File: config.mk
export PLATFORM = sky130hd
export DESIGN_NAME = reg_wb_ctrl
export DESIGN_NICKNAME = d
export VERILOG_FILES = /design/src/rtl/rv_pkg.sv /design/src/rtl/wb_fifo.sv /design/src/rtl/reg_wb_ctrl.sv
export SDC_FILE = /design/constraint.sdc
export NUM_CORES = 1
export LEC_CHECK = 0
export ABC_AREA = 1
export CELL_PAD_IN_SITES_DETAIL_PLACEMENT = 2
export CELL_PAD_IN_SITES_GLOBAL_PLACEMENT = 2
export CORE_ASPECT_RATIO = 0.9
export CORE_MARGIN = 4
export CORE_UTILIZATION = 35
export CTS_BUF_LIST = sky130_fd_sc_hd__clkbuf_2 sky130_fd_sc_hd__clkbuf_4 sky130_fd_sc_hd__clkbuf_8
export CTS_CLUSTER_DIAMETER = 150
export CTS_CLUSTER_SIZE = 30
export DETAILED_ROUTE_END_ITERATION = 7
export GPL_ROUTABILITY_DRIVEN = 0
export PLACE_DENSITY = 0.88
export SYNTH_ARGS = -nofsm -noshare
export SYNTH_HDL_FRONTEND = slang
export SYNTH_HIERARCHICAL = 1
export SYNTH_SLANG_ARGS = --single-unit
export TNS_END_PERCENT = 5
File: constraint.sdc
create_clock -name clk -period 8.7 [get_ports clk]
set_clock_uncertainty 0.05 [all_clocks]
set_input_delay 0.87 -clock clk [delete_from_list [all_inputs] [get_ports clk]]
set_output_delay 0.87 -clock clk [all_outputs]
set_load 0.01 [all_outputs]
File: src/rtl/rv_pkg.sv
// Shared integer register-file types and constants for the writeback path.
package rv_pkg;

  localparam int REG_ADDR_W = 5;
  localparam int XLEN       = 32;
  localparam int REG_NUM    = 32;

  localparam logic [REG_ADDR_W-1:0] REG_ZERO = '0;

  typedef struct packed {
    logic [REG_ADDR_W-1:0] waddr;
    logic [XLEN-1:0]       wdata;
  } wb_entry_t;

  // Which source the writeback output register loads in a given cycle.
  typedef enum logic [1:0] {
    SRC_NONE,
    SRC_EX,
    SRC_FIFO
  } wb_src_e;

endpackage

File: src/rtl/wb_fifo.sv
// Synchronous FIFO of writeback entries; pointers carry one extra wrap bit
// so full and empty are distinguishable without a separate counter.
module wb_fifo
  import rv_pkg::*;
#(
  parameter int DEPTH = 2
) (
  input  logic      clk,
  input  logic      rstn,
  input  logic      push,
  input  logic      pop,
  input  wb_entry_t din,
  output logic      full,
  output logic      empty,
  output wb_entry_t head
);

  localparam int AW = $clog2(DEPTH);

  wb_entry_t     mem [DEPTH];
  logic [AW:0]   wr_ptr;
  logic [AW:0]   rd_ptr;
  logic          do_push;
  logic          do_pop;

  assign full    = (wr_ptr[AW] != rd_ptr[AW]) && (wr_ptr[AW-1:0] == rd_ptr[AW-1:0]);
  assign empty   = (wr_ptr == rd_ptr);
  assign do_push = push && !full;
  assign do_pop  = pop && !empty;
  assign head    = mem[rd_ptr[AW-1:0]];

  // NOTE: clocked state uses non-blocking assignments so every flop samples
  // pre-edge values regardless of statement or process order.
  always_ff @(posedge clk) begin
    if (!rstn) begin
      wr_ptr <= '0;
      rd_ptr <= '0;
    end else begin
      if (do_push) wr_ptr <= wr_ptr + 1'b1;
      if (do_pop)  rd_ptr <= rd_ptr + 1'b1;
    end
  end

  // NOTE: storage is deliberately not reset; the pointers alone define which
  // entries are valid, and an unreset array maps onto plain RAM/flops.
  always_ff @(posedge clk) begin
    if (do_push) mem[wr_ptr[AW-1:0]] <= din;
  end

endmodule

File: src/rtl/reg_wb_ctrl.sv
// Register-file write-port controller: arbitrates EX results against buffered
// long-latency results and tracks registers with outstanding long writes.
module reg_wb_ctrl
  import rv_pkg::*;
#(
  parameter int DEPTH      = 2,
  parameter int STARVE_MAX = 4
) (
  input  logic                  clk,
  input  logic                  rstn,
  input  logic                  ex_wen,
  input  logic [REG_ADDR_W-1:0] ex_waddr,
  input  logic [XLEN-1:0]       ex_wdata,
  output logic                  ex_stall,
  input  logic                  lsu_valid,
  output logic                  lsu_ready,
  input  logic [REG_ADDR_W-1:0] lsu_waddr,
  input  logic [XLEN-1:0]       lsu_wdata,
  input  logic                  issue_valid,
  input  logic [REG_ADDR_W-1:0] issue_rd,
  input  logic [REG_ADDR_W-1:0] rs1_raddr,
  input  logic [REG_ADDR_W-1:0] rs2_raddr,
  output logic                  rs1_busy,
  output logic                  rs2_busy,
  output logic [REG_ADDR_W-1:0] rd_waddr,
  output logic [XLEN-1:0]       rd_wdata,
  output logic                  wen
);

  localparam int CW = $clog2(STARVE_MAX + 1);

  logic                  fifo_full;
  logic                  fifo_empty;
  logic                  fifo_push;
  logic                  fifo_pop;
  wb_entry_t             fifo_head;
  wb_entry_t             lsu_entry;
  wb_src_e               src;
  logic                  ex_req;
  logic                  starved;
  logic                  stall_q;
  logic [CW-1:0]         starve_cnt;
  logic [REG_NUM-1:0]    busy_q;
  logic [REG_NUM-1:0]    busy_next;
  logic                  wen_q;
  logic [REG_ADDR_W-1:0] waddr_q;
  logic [XLEN-1:0]       wdata_q;

  // Ready depends only on registered FIFO state, never on lsu_valid.
  assign lsu_ready = !fifo_full;
  assign lsu_entry = '{waddr: lsu_waddr, wdata: lsu_wdata};
  assign fifo_push = lsu_valid && !fifo_full && (lsu_waddr != REG_ZERO);

  wb_fifo #(.DEPTH(DEPTH)) u_fifo (
    .clk   (clk),
    .rstn  (rstn),
    .push  (fifo_push),
    .pop   (fifo_pop),
    .din   (lsu_entry),
    .full  (fifo_full),
    .empty (fifo_empty),
    .head  (fifo_head)
  );

  assign ex_req = ex_wen && (ex_waddr != REG_ZERO) && !stall_q;

  // NOTE: every always_comb output gets a default first, so no path through
  // the block leaves a signal unassigned and no latch is inferred.
  always_comb begin
    src      = SRC_NONE;
    fifo_pop = 1'b0;
    if (stall_q) begin
      fifo_pop = !fifo_empty;
      src      = fifo_empty ? SRC_NONE : SRC_FIFO;
    end else if (ex_req) begin
      src = SRC_EX;
    end else if (!fifo_empty) begin
      fifo_pop = 1'b1;
      src      = SRC_FIFO;
    end
  end

  assign starved = !fifo_empty && !fifo_pop;

  // A full run of starved cycles forces a one-cycle EX stall to drain the head.
  always_ff @(posedge clk) begin
    if (!rstn) begin
      starve_cnt <= '0;
      stall_q    <= 1'b0;
    end else begin
      stall_q <= 1'b0;
      if (!starved) begin
        starve_cnt <= '0;
      end else if (starve_cnt == CW'(STARVE_MAX - 1)) begin
        starve_cnt <= '0;
        stall_q    <= 1'b1;
      end else begin
        starve_cnt <= starve_cnt + 1'b1;
      end
    end
  end

  assign ex_stall = stall_q;

  // Clear-then-set ordering makes a same-cycle reissue win over the pop.
  always_comb begin
    busy_next = busy_q;
    if (fifo_pop) busy_next[fifo_head.waddr] = 1'b0;
    if (issue_valid && (issue_rd != REG_ZERO)) busy_next[issue_rd] = 1'b1;
    busy_next[0] = 1'b0;
  end

  always_ff @(posedge clk) begin
    if (!rstn) busy_q <= '0;
    else       busy_q <= busy_next;
  end

  assign rs1_busy = busy_q[rs1_raddr];
  assign rs2_busy = busy_q[rs2_raddr];

  always_ff @(posedge clk) begin
    if (!rstn) begin
      wen_q   <= 1'b0;
      waddr_q <= '0;
      wdata_q <= '0;
    end else begin
      unique case (src)
        SRC_EX: begin
          wen_q   <= 1'b1;
          waddr_q <= ex_waddr;
          wdata_q <= ex_wdata;
        end
        SRC_FIFO: begin
          wen_q   <= 1'b1;
          waddr_q <= fifo_head.waddr;
          wdata_q <= fifo_head.wdata;
        end
        default: begin
          wen_q   <= 1'b0;
          waddr_q <= '0;
          wdata_q <= '0;
        end
      endcase
    end
  end

  assign wen      = wen_q;
  assign rd_waddr = waddr_q;
  assign rd_wdata = wdata_q;

endmodule

Word level (Yosys, flattened, before mapping)
Memory sizes are Yosys's and may differ from the RTL's. A register that Yosys moved wholly into a read port is not among the register bits. Cells that the tools add are included. W data, S select, Z words.

Flip-flop bits (word level): 78. Output and inout port bits: 42. Bits in writable memories: 74. Word-level logic and storage cells: 75. Memories kept: 1. Bits of input ports: 94.

Memories: u_fifo.mem (words 2, width 37, rd ports 1, clocked after Yosys merged registers in 1, wr ports 1, line wb_fifo.sv:20) `wb_entry_t mem [DEPTH];`.

Reduce and logical (&&, ||, !) cells: 21. Bitwise logic cells: 5. Mux-type cells: 24. $add $sub $neg: 3. $lt $le $gt $ge: 6. Eq/ne operators: 6.

Operators by type and width (number): $mux W32 (2); $pmux W32 S2 (1); $and A32 B32 Y32 (1); $not A32 Y32 (1); $or A32 B32 Y32 (1); $lt A5 B6 Y1 const B (4); $reduce_bool A5 Y1 (3); $mux W1 (13); $logic_and A1 B1 Y1 (11); $bmux W1 S5 (2); $demux W1 S5 (2); $ge A5 B1 Y1 const B (2); $pmux W5 S2 (1); $mux W2 (3); $add A2 B1 Y2 const B (2); $logic_not A1 Y1 (4); $add A3 B1 Y3 const B (1); $eq A3 B2 Y1 const B (1); $reduce_or A3 Y1 (1); $eq A2 B1 Y1 const B (1); $eq A2 B2 Y1 (1); $eq A2 B2 Y1 const B (1); $not A1 Y1 (2); $reduce_and A2 Y1 (1); 3 further kinds (3).

Logic depth before layout (Yosys ltp)
Gate-level depths: netlist (run 1).

Word-level depth: 9. Depth in mapped cells: 14. Gate-level depth less buffers: 13.

Cells and area by module
Netlist (run 1), hierarchy kept.

By module, submodules not included: reg_wb_ctrl (area each 3698.5 µm², times used 1, cells an instance 582, sequential area each 1461.4 µm²); wb_fifo (area each 3091.7 µm², times used 1, cells an instance 161, sequential area each 2322.2 µm²).

Least setup slack after synthesis (run 1)
Ideal clock, no wire load.

Path kind: input-to-reg. From: input lsu_waddr[3]. To: memory u_fifo/mem[0][0] in the netlist's numbering, enable pin. Required time: 8.218 ns. Buffers on the path: 0. Data arrival time: 2.705 ns. Setup time: 0.432 ns. Setup slack: 5.513 ns. Stages: 6. Path through: nor3_1 > nand2_1 > nand3_1 > inv_1 > nand2_1 > nor2_1.

Cells in the longest elaborated chain, start to end: 5.

RTL lines: start: declaration (line reg_wb_ctrl.sv:17) `input logic [REG_ADDR_W-1:0] lsu_waddr,`; $reduce_bool A5 Y1 (line reg_wb_ctrl.sv:52) `assign fifo_push = lsu_valid && !fifo_full && (lsu_waddr != REG_ZERO);`; $logic_and A1 B1 Y1 (line reg_wb_ctrl.sv:52); named net fifo_push (line reg_wb_ctrl.sv:34) `logic fifo_push;`; $logic_and A1 B1 Y1 (line wb_fifo.sv:28) `assign do_push = push && !full;`; $mux W1 (line wb_fifo.sv:47) `if (do_push) mem[wr_ptr[AW-1:0]] <= din;`; $mux W1 (implied by the code) (line wb_fifo.sv:47); end: declaration (line wb_fifo.sv:20).

The timed path passes the listed nets, and every way through them passes these cells.

Worst setup path in the final report (run 1)
From: input rs1_raddr[0]. To: output rs1_busy.

Cells in the longest elaborated chain, start to end: 2.

RTL lines: start: declaration (line reg_wb_ctrl.sv:21) `input logic [REG_ADDR_W-1:0] rs1_raddr,`; $bmux W1 S5 (line reg_wb_ctrl.sv:118) `assign rs1_busy = busy_q[rs1_raddr];`; $mux W1 (implied by the code) (line reg_wb_ctrl.sv:118); end: declaration (line reg_wb_ctrl.sv:23) `output logic rs1_busy,`.

Every way passes these cells. The select of a mux whose other input is x is not followed.

==> impl_metrics.ini, run 1 <==
[run_status]
status = completed

[power]
switching_power_uw = 473.6
swShare_pct = 28.69
p_leak_uw = 0.003139
power_density_nw_per_um2 = 190.9
seqPwrFrac_pct = 49.5
comb_power_share_pct = 17.8
internal-power_uw = 1177
max-vdd-ir-drop_v = 0.00009688
clockPowerShare_pct = 32.7

[hold_path]
min_to = starve_cnt[0]$_SDFF_PP0_
whs_path_depth = 1
hold_path_class = reg -> reg
min-delay-start = starve_cnt[0]$_SDFF_PP0_

[yosys]
synth.ff_latch_count = 152
syn_area_um2 = 6790
synth_top_area_cell = edfxtp_1
syn_inst = 743
synth_top_area_share_pct = 32.73
yosys-top-cells-area = edfxtp_1 (33%), dfxtp_1 (23%), nand2_1 (13%)
yosys.area_share.simple_pct = 24.56
synth_seq_area_share_pct = 55.72
synth.area.mux_share_pct = 7.794
ys_warn_count = 6
synth_compound_area_share_pct = 5.307
synth_fa_ha_area_share_pct = 0.7371
ys_types = 24
synth.avg_cell_area_um2 = 9.139
synth_nets = 841
synth_xor_area_share_pct = 0
synth_top_family_by_area = simple AND/OR/NAND/NOR gates

[sta]
fin_crit_ns = 4.054
tightest_slew_ns = 1.239
drv_slew = 0
rsz0062_at_grt = false
hold_viol = 0
setup_tns_ns = 0
finalSetupViolations = 0
relSlewSlack_pct = 17.23
clock.fmax_mhz = 246.7
finalCritPeriodShare_pct = 46.59

[layout]
register_area_um2 = 3785
stdcell_count = 1132
syn_to_final_growth_pct = 27.33
nFillCells = 2041
n_antenna_cell = 0
multiInputGateArea_um2 = 2615
drive_above_1_share_pct = 9.524
final_nets = 967

[global_routing]
grt-ovfl-total = 0
grt_pass1_vias = 6723
grt.busiest_layer = met2
use_met1_pct = 28.86
grtUsageMet3_pct = 4.943
grt_usage_pct = 24.31
grt_start_max_net_pins = 38
grt_use_met2_pct = 43.15
antenna_found_initial = 0
grt_first_pass_wirelength_um = 39830

[place]
dp_hpwl_um = 18180
port-buffer-count = 135
dpl.cell_count = 1100

[clocking]
cts.sinks = 152
clk_path_buf_depth = 2
insertion_delay_ns = 0.46
cts_buffers = 17
hold_buffers = 0
cts_tree = done
cts_max_level = 4
postCtsSetupRepairBufs = 0
root_buffer = clkbuf_8
clkTransAtPathRegs_ns = 0.08
post_cts_resized = 0

[die]
die_area_um2 = 21700
ios = 136
initial_core_util_pct = 35.55
rows = 48
die-width_um = 154.8
core-area_um2 = 19100
die_h_um = 140.1

[drt]
vias = 5973
wl_per_cell_um = 22.97
routed_wl_um = 26000
ant_nets = 0
dr.pass1.iters = 5
drc = 0
drtIter0Drc = 404
viasPerCell = 5.277

[run]
maxCapViolCount = 0

[critical_path]
critPathArrivalTime_ns = 3.13
r2r-end = rd_wdata[28]$_SDFF_PN0_
r2r_start = u_fifo/wr_ptr[0]$_SDFFE_PN0N_
endpoint_kind = output port
r2r_setup_slack_ns = 5.47
required_ns = 7.78
worst_setup_path_start_kind = input pin
crit_type = in -> out
critPathMaxFanout = 17
reg2reg_depth = 12
[cell type report]
class	count	area share [%]
Clock buffer	18	2.865
Clock inverter	14	1.520
Inverter	46	1.997
Multi-Input combinational cell	513	30.25
Sequential cell	152	43.78
Tap cell	250	3.618
Timing Repair Buffer	139	15.98
[cell usage in the layout, fill, tap and decap left out, drive strengths merged, types with 2 or more instances in the layout]
| cell | instances |
|---|---|
| inv | 47 |
| nor2 | 46 |
| nor3 | 12 |
| buf | 4 |
| nand2 | 248 |
| clkbuf | 18 |
| edfxtp | 74 |
| mux2 | 37 |
| bufinv | 2 |
| clkinv | 7 |
| clkdlybuf4s50 | 135 |
| dfxtp | 78 |
| clkinvlp | 4 |
| ha | 4 |
| a21oi | 72 |
| nand3 | 92 |
[per-stage QoR]
step	setup WS, ns	power, uW	hold WS (ns)	utilization [%]	cell area (um2)
detailed placement	4.642	1119	0.3748	43.28	8267
finish	4.646	1651	0.3841	45.27	8646
floorplan	5.513	992.0	0.3492	-	6790
global placement	4.785	1094	0.3674	43.28	8267
CTS	4.644	1665	0.3834	45.27	8646
global route	4.445	1726	0.4082	45.27	8646
[registers in the layout, summed over array words and instances, names as in the netlist, named ones only]
| signal | cells |
|---|---|
| wen | 1 |
| rd_wdata | 32 |
| rd_waddr | 5 |
| busy_q | 31 |
| u_fifo/wr_ptr | 2 |
| u_fifo/mem | 74 |
| starve_cnt | 3 |
| ex_stall | 1 |
| u_fifo/rd_ptr | 2 |
[kinds of logic after synthesis]
logic type,after synthesis
AND/OR/NAND/NOR,400
flip-flops,152
buffers and inverters,78
AO/OA/AOI/OAI,72
multiplexers,37
adder cells (fa/ha/maj),4
[power groups by stage]
stage	Clock (uW)	Combinational [uW]	Sequential (uW)
2_1_floorplan	0	161	831
3_3_place_gp	0	268	826
3_5_place_dp	0	286	833
4_1_cts	553	293	818
5_1_grt	587	317	821
6_report	539	294	818
[worst max-delay path, stage by stage]
cell             delay [ns]
clkdlybuf4s50_1        0.89
inv_2                  0.27
nand2_1                0.15
nand3_1                0.08
nand3_1                0.10
nand3_1                0.07
nand2_1                0.07
nand2_1                0.04
nand2_1                0.05
clkdlybuf4s50_1        0.53
[synth_stat cells]
cell,instances
buf_1,2
nor3_2,1
nand3_1,92
nor3_1,10
buf_12,3
nand2_2,4
inv_1,43
dfxtp_1,78
nor2_2,2
inv_2,3
nand2_1,244
nor2_1,44
mux2_4,30
mux2_2,7
nand4_1,1
a21oi_1,72
edfxtp_1,74
buf_6,4
clkbuf_1,9
ha_1,4
nor4_1,1
buf_4,4
buf_2,10
nor3_4,1
[worst max path at each step]
| stage | from | to | cells past startpoint |
|---|---|---|---|
| 6_report | rs1_raddr[0] | rs1_busy | 10 |
| 4_1_cts | rs1_raddr[0] | rs1_busy | 10 |
| 3_3_place_gp | rs2_raddr[0] | rs2_busy | 10 |
| 5_1_grt | rs2_raddr[0] | rs2_busy | 11 |
| 2_1_floorplan | lsu_waddr[3] | u_fifo/mem[0][0]$_DFFE_PP_ | 6 |
| 3_5_place_dp | rs1_raddr[0] | rs1_busy | 10 |
[per-layer routing]
layer | wire (um) | vias to the layer above
li1 | - | 2719
met1 | 10380 | 3004
met2 | 13540 | 202
met3 | 1274 | 48
met4 | 801 | 0
met5 | 0 | -
No activity file was read; power rests on OpenSTA's default activity.
==> run 2, diff against run 1 <==
Settings changed: CORE_UTILIZATION 35 to 32, PLACE_DENSITY 0.88 to 0.81.
Clock period 8.7 ns to 3.9 ns, I/O delays scaled along.
==> impl_metrics.ini, run 2 (synthesis gave the netlist of run 1 again) <==
[critical_path]
cp-startpoint = rs2_raddr[0]
required_ns = 3.46
reg2reg_depth = 7
crit_chain = clkdlybuf4s50_1 > inv_2 > nand2_1 > nand3_1 > nand3_1 > nand3_1 > nand2_1 > nand2_1 > nand2_1 > clkdlybuf4s50_1
critical_path.max_stage_delay_ns = 0.86
worst_setup_path_start_kind = input pin
crit_type = in -> out
slowest_stage = clkdlybuf4s50_1
r2r_setup_slack_ns = 1.52
crit_top_cell = nand2_1
critPathArrivalTime_ns = 2.59
critPathMaxFanout = 17
r2r-end = busy_q[21]$_SDFF_PN0_
endpoint_kind = output port

[layout]
stdcell_count = 1173
layout_common_cells = nand2_1 (244), clkdlybuf4s50_1 (135), nand3_1 (92), dfxtp_1 (77), edfxtp_1 (74)
final_nets = 972
syn_to_final_growth_pct = 29.00
fin_util_pct = 42.05
largest_reg_flops = 74
layout.cells.most_common = nand2_1
n_antenna_cell = 0
drive_above_1_share_pct = 10.15

[global_routing]
grt_usage_pct = 19.76
grt_first_pass_wirelength_um = 36200
grt_pass1_vias = 6337
antenna_found_initial = 0
grt-ovfl-total = 0
grt_start_max_net_pins = 38

[sta]
setup_tns_ns = 0
drv_slew = 0
finalCritPeriodShare_pct = 77.75
finalSetupViolations = 0
hold_viol = 0
rsz0062_at_grt = false
fin_crit_ns = 3.032
clock.fmax_mhz = 329.8
relSlewSlack_pct = 50.39
tightest_slew_ns = 0.7442

[drt]
viasPerCell = 4.904
wl_per_cell_um = 19.53
dr.pass1.iters = 5
routed_wl_um = 22900
ant_nets = 0
drtIter0Drc = 341
drc = 0
vias = 5752

[power]
swShare_pct = 27.87
max-vdd-ir-drop_v = 0.0002310
switching_power_uw = 1038
comb_power_share_pct = 16.9
power_density_nw_per_um2 = 425.2
clockPowerShare_pct = 34.1
internal-power_uw = 2687
p_leak_uw = 0.003170
seqPwrFrac_pct = 49.0

[run_status]
status = completed

[clocking]
cts_max_level = 4
cts.sinks = 152
cts_tree = done
cts_buffers = 17
post_cts_resized = 0
postCtsSetupRepairBufs = 0
clkTransAtPathRegs_ns = 0.09
clk_path_buf_depth = 2
root_buffer = clkbuf_8
insertion_delay_ns = 0.46
hold_buffers = 0

[die]
initial_core_util_pct = 32.59
die_area_um2 = 23620
die_h_um = 146.2
rows = 50
core-area_um2 = 20830
ios = 136
die-width_um = 161.6

[run]
maxCapViolCount = 0

[hold_path]
min-delay-start = starve_cnt[0]$_SDFF_PP0_
min_to = starve_cnt[0]$_SDFF_PP0_
whs_path_depth = 1
hold_path_class = reg -> reg

[place]
dpl.cell_count = 1141
port-buffer-count = 135
dp_hpwl_um = 16580
[run 2: cell types whose count changed in the layout (fill, tap and decap cells not counted), sizes merged]
cell	before	now
buf	4	9
bufinv	2	3
clkbuf	18	17
clkinv	7	5
clkinvlp	4	5
inv	47	48
[run 2: worst max-delay path by stage]
stage | to | cells past startpoint
6_report | rs2_busy | 10
3_5_place_dp | rs2_busy | 10
5_1_grt | rs2_busy | 10
3_3_place_gp | rs2_busy | 10
4_1_cts | rs2_busy | 10
2_1_floorplan | u_fifo/mem[0][0]$_DFFE_PP_ | 10
[run 2: critical path, delay by kind of cell]
kind / cells / cell delay (ns)
AND/OR/NAND/NOR: 7 / 0.55
buffers and inverters: 3 / 1.66
[run 2: final cells by class]
| class | instances | area, um2 |
|---|---|---|
| multi-input combinational | 513 | 2615 |
| tap | 286 | 357.8 |
| clock buffer | 17 | 234.0 |
| inverter | 46 | 172.7 |
| fill | 2269 | 12070 |
| timing repair buffer | 144 | 1419 |
| clock inverter | 15 | 176.4 |
| sequential | 152 | 3785 |
[run 2: per-stage QoR]
| step | power, uW | hold slack (ns) | instance area (um2) | worst slack, ns |
|---|---|---|---|---|
| floorplan | 2213 | 0.3492 | 6790 | 0.8758 |
| global placement | 2454 | 0.3649 | 8349 | 0.9086 |
| detailed placement | 2493 | 0.3770 | 8349 | 0.8391 |
| CTS | 3762 | 0.3887 | 8760 | 0.8374 |
| global route | 3895 | 0.4124 | 8760 | 0.6115 |
| finish | 3725 | 0.3828 | 8760 | 0.8679 |
[run 2: layer usage]
layer	GRT usage, %	share of wire, %	wire length, um	vias up
li1	-	-	-	2733
met1	24.65	43	9859	2867
met2	34.89	51	11760	127
met3	3.669	4.2	955	25
met4	5.714	1.4	330	0
met5	0	0	0	-
[run 2: power groups by stage]
stage,combinational [uW],sequential [uW],clock [uW]
after floorplan,359,1850,0
after global placement,600,1850,0
after detailed placement,630,1860,0
after CTS,639,1830,1300
after global routing,689,1840,1370
final,631,1820,1270
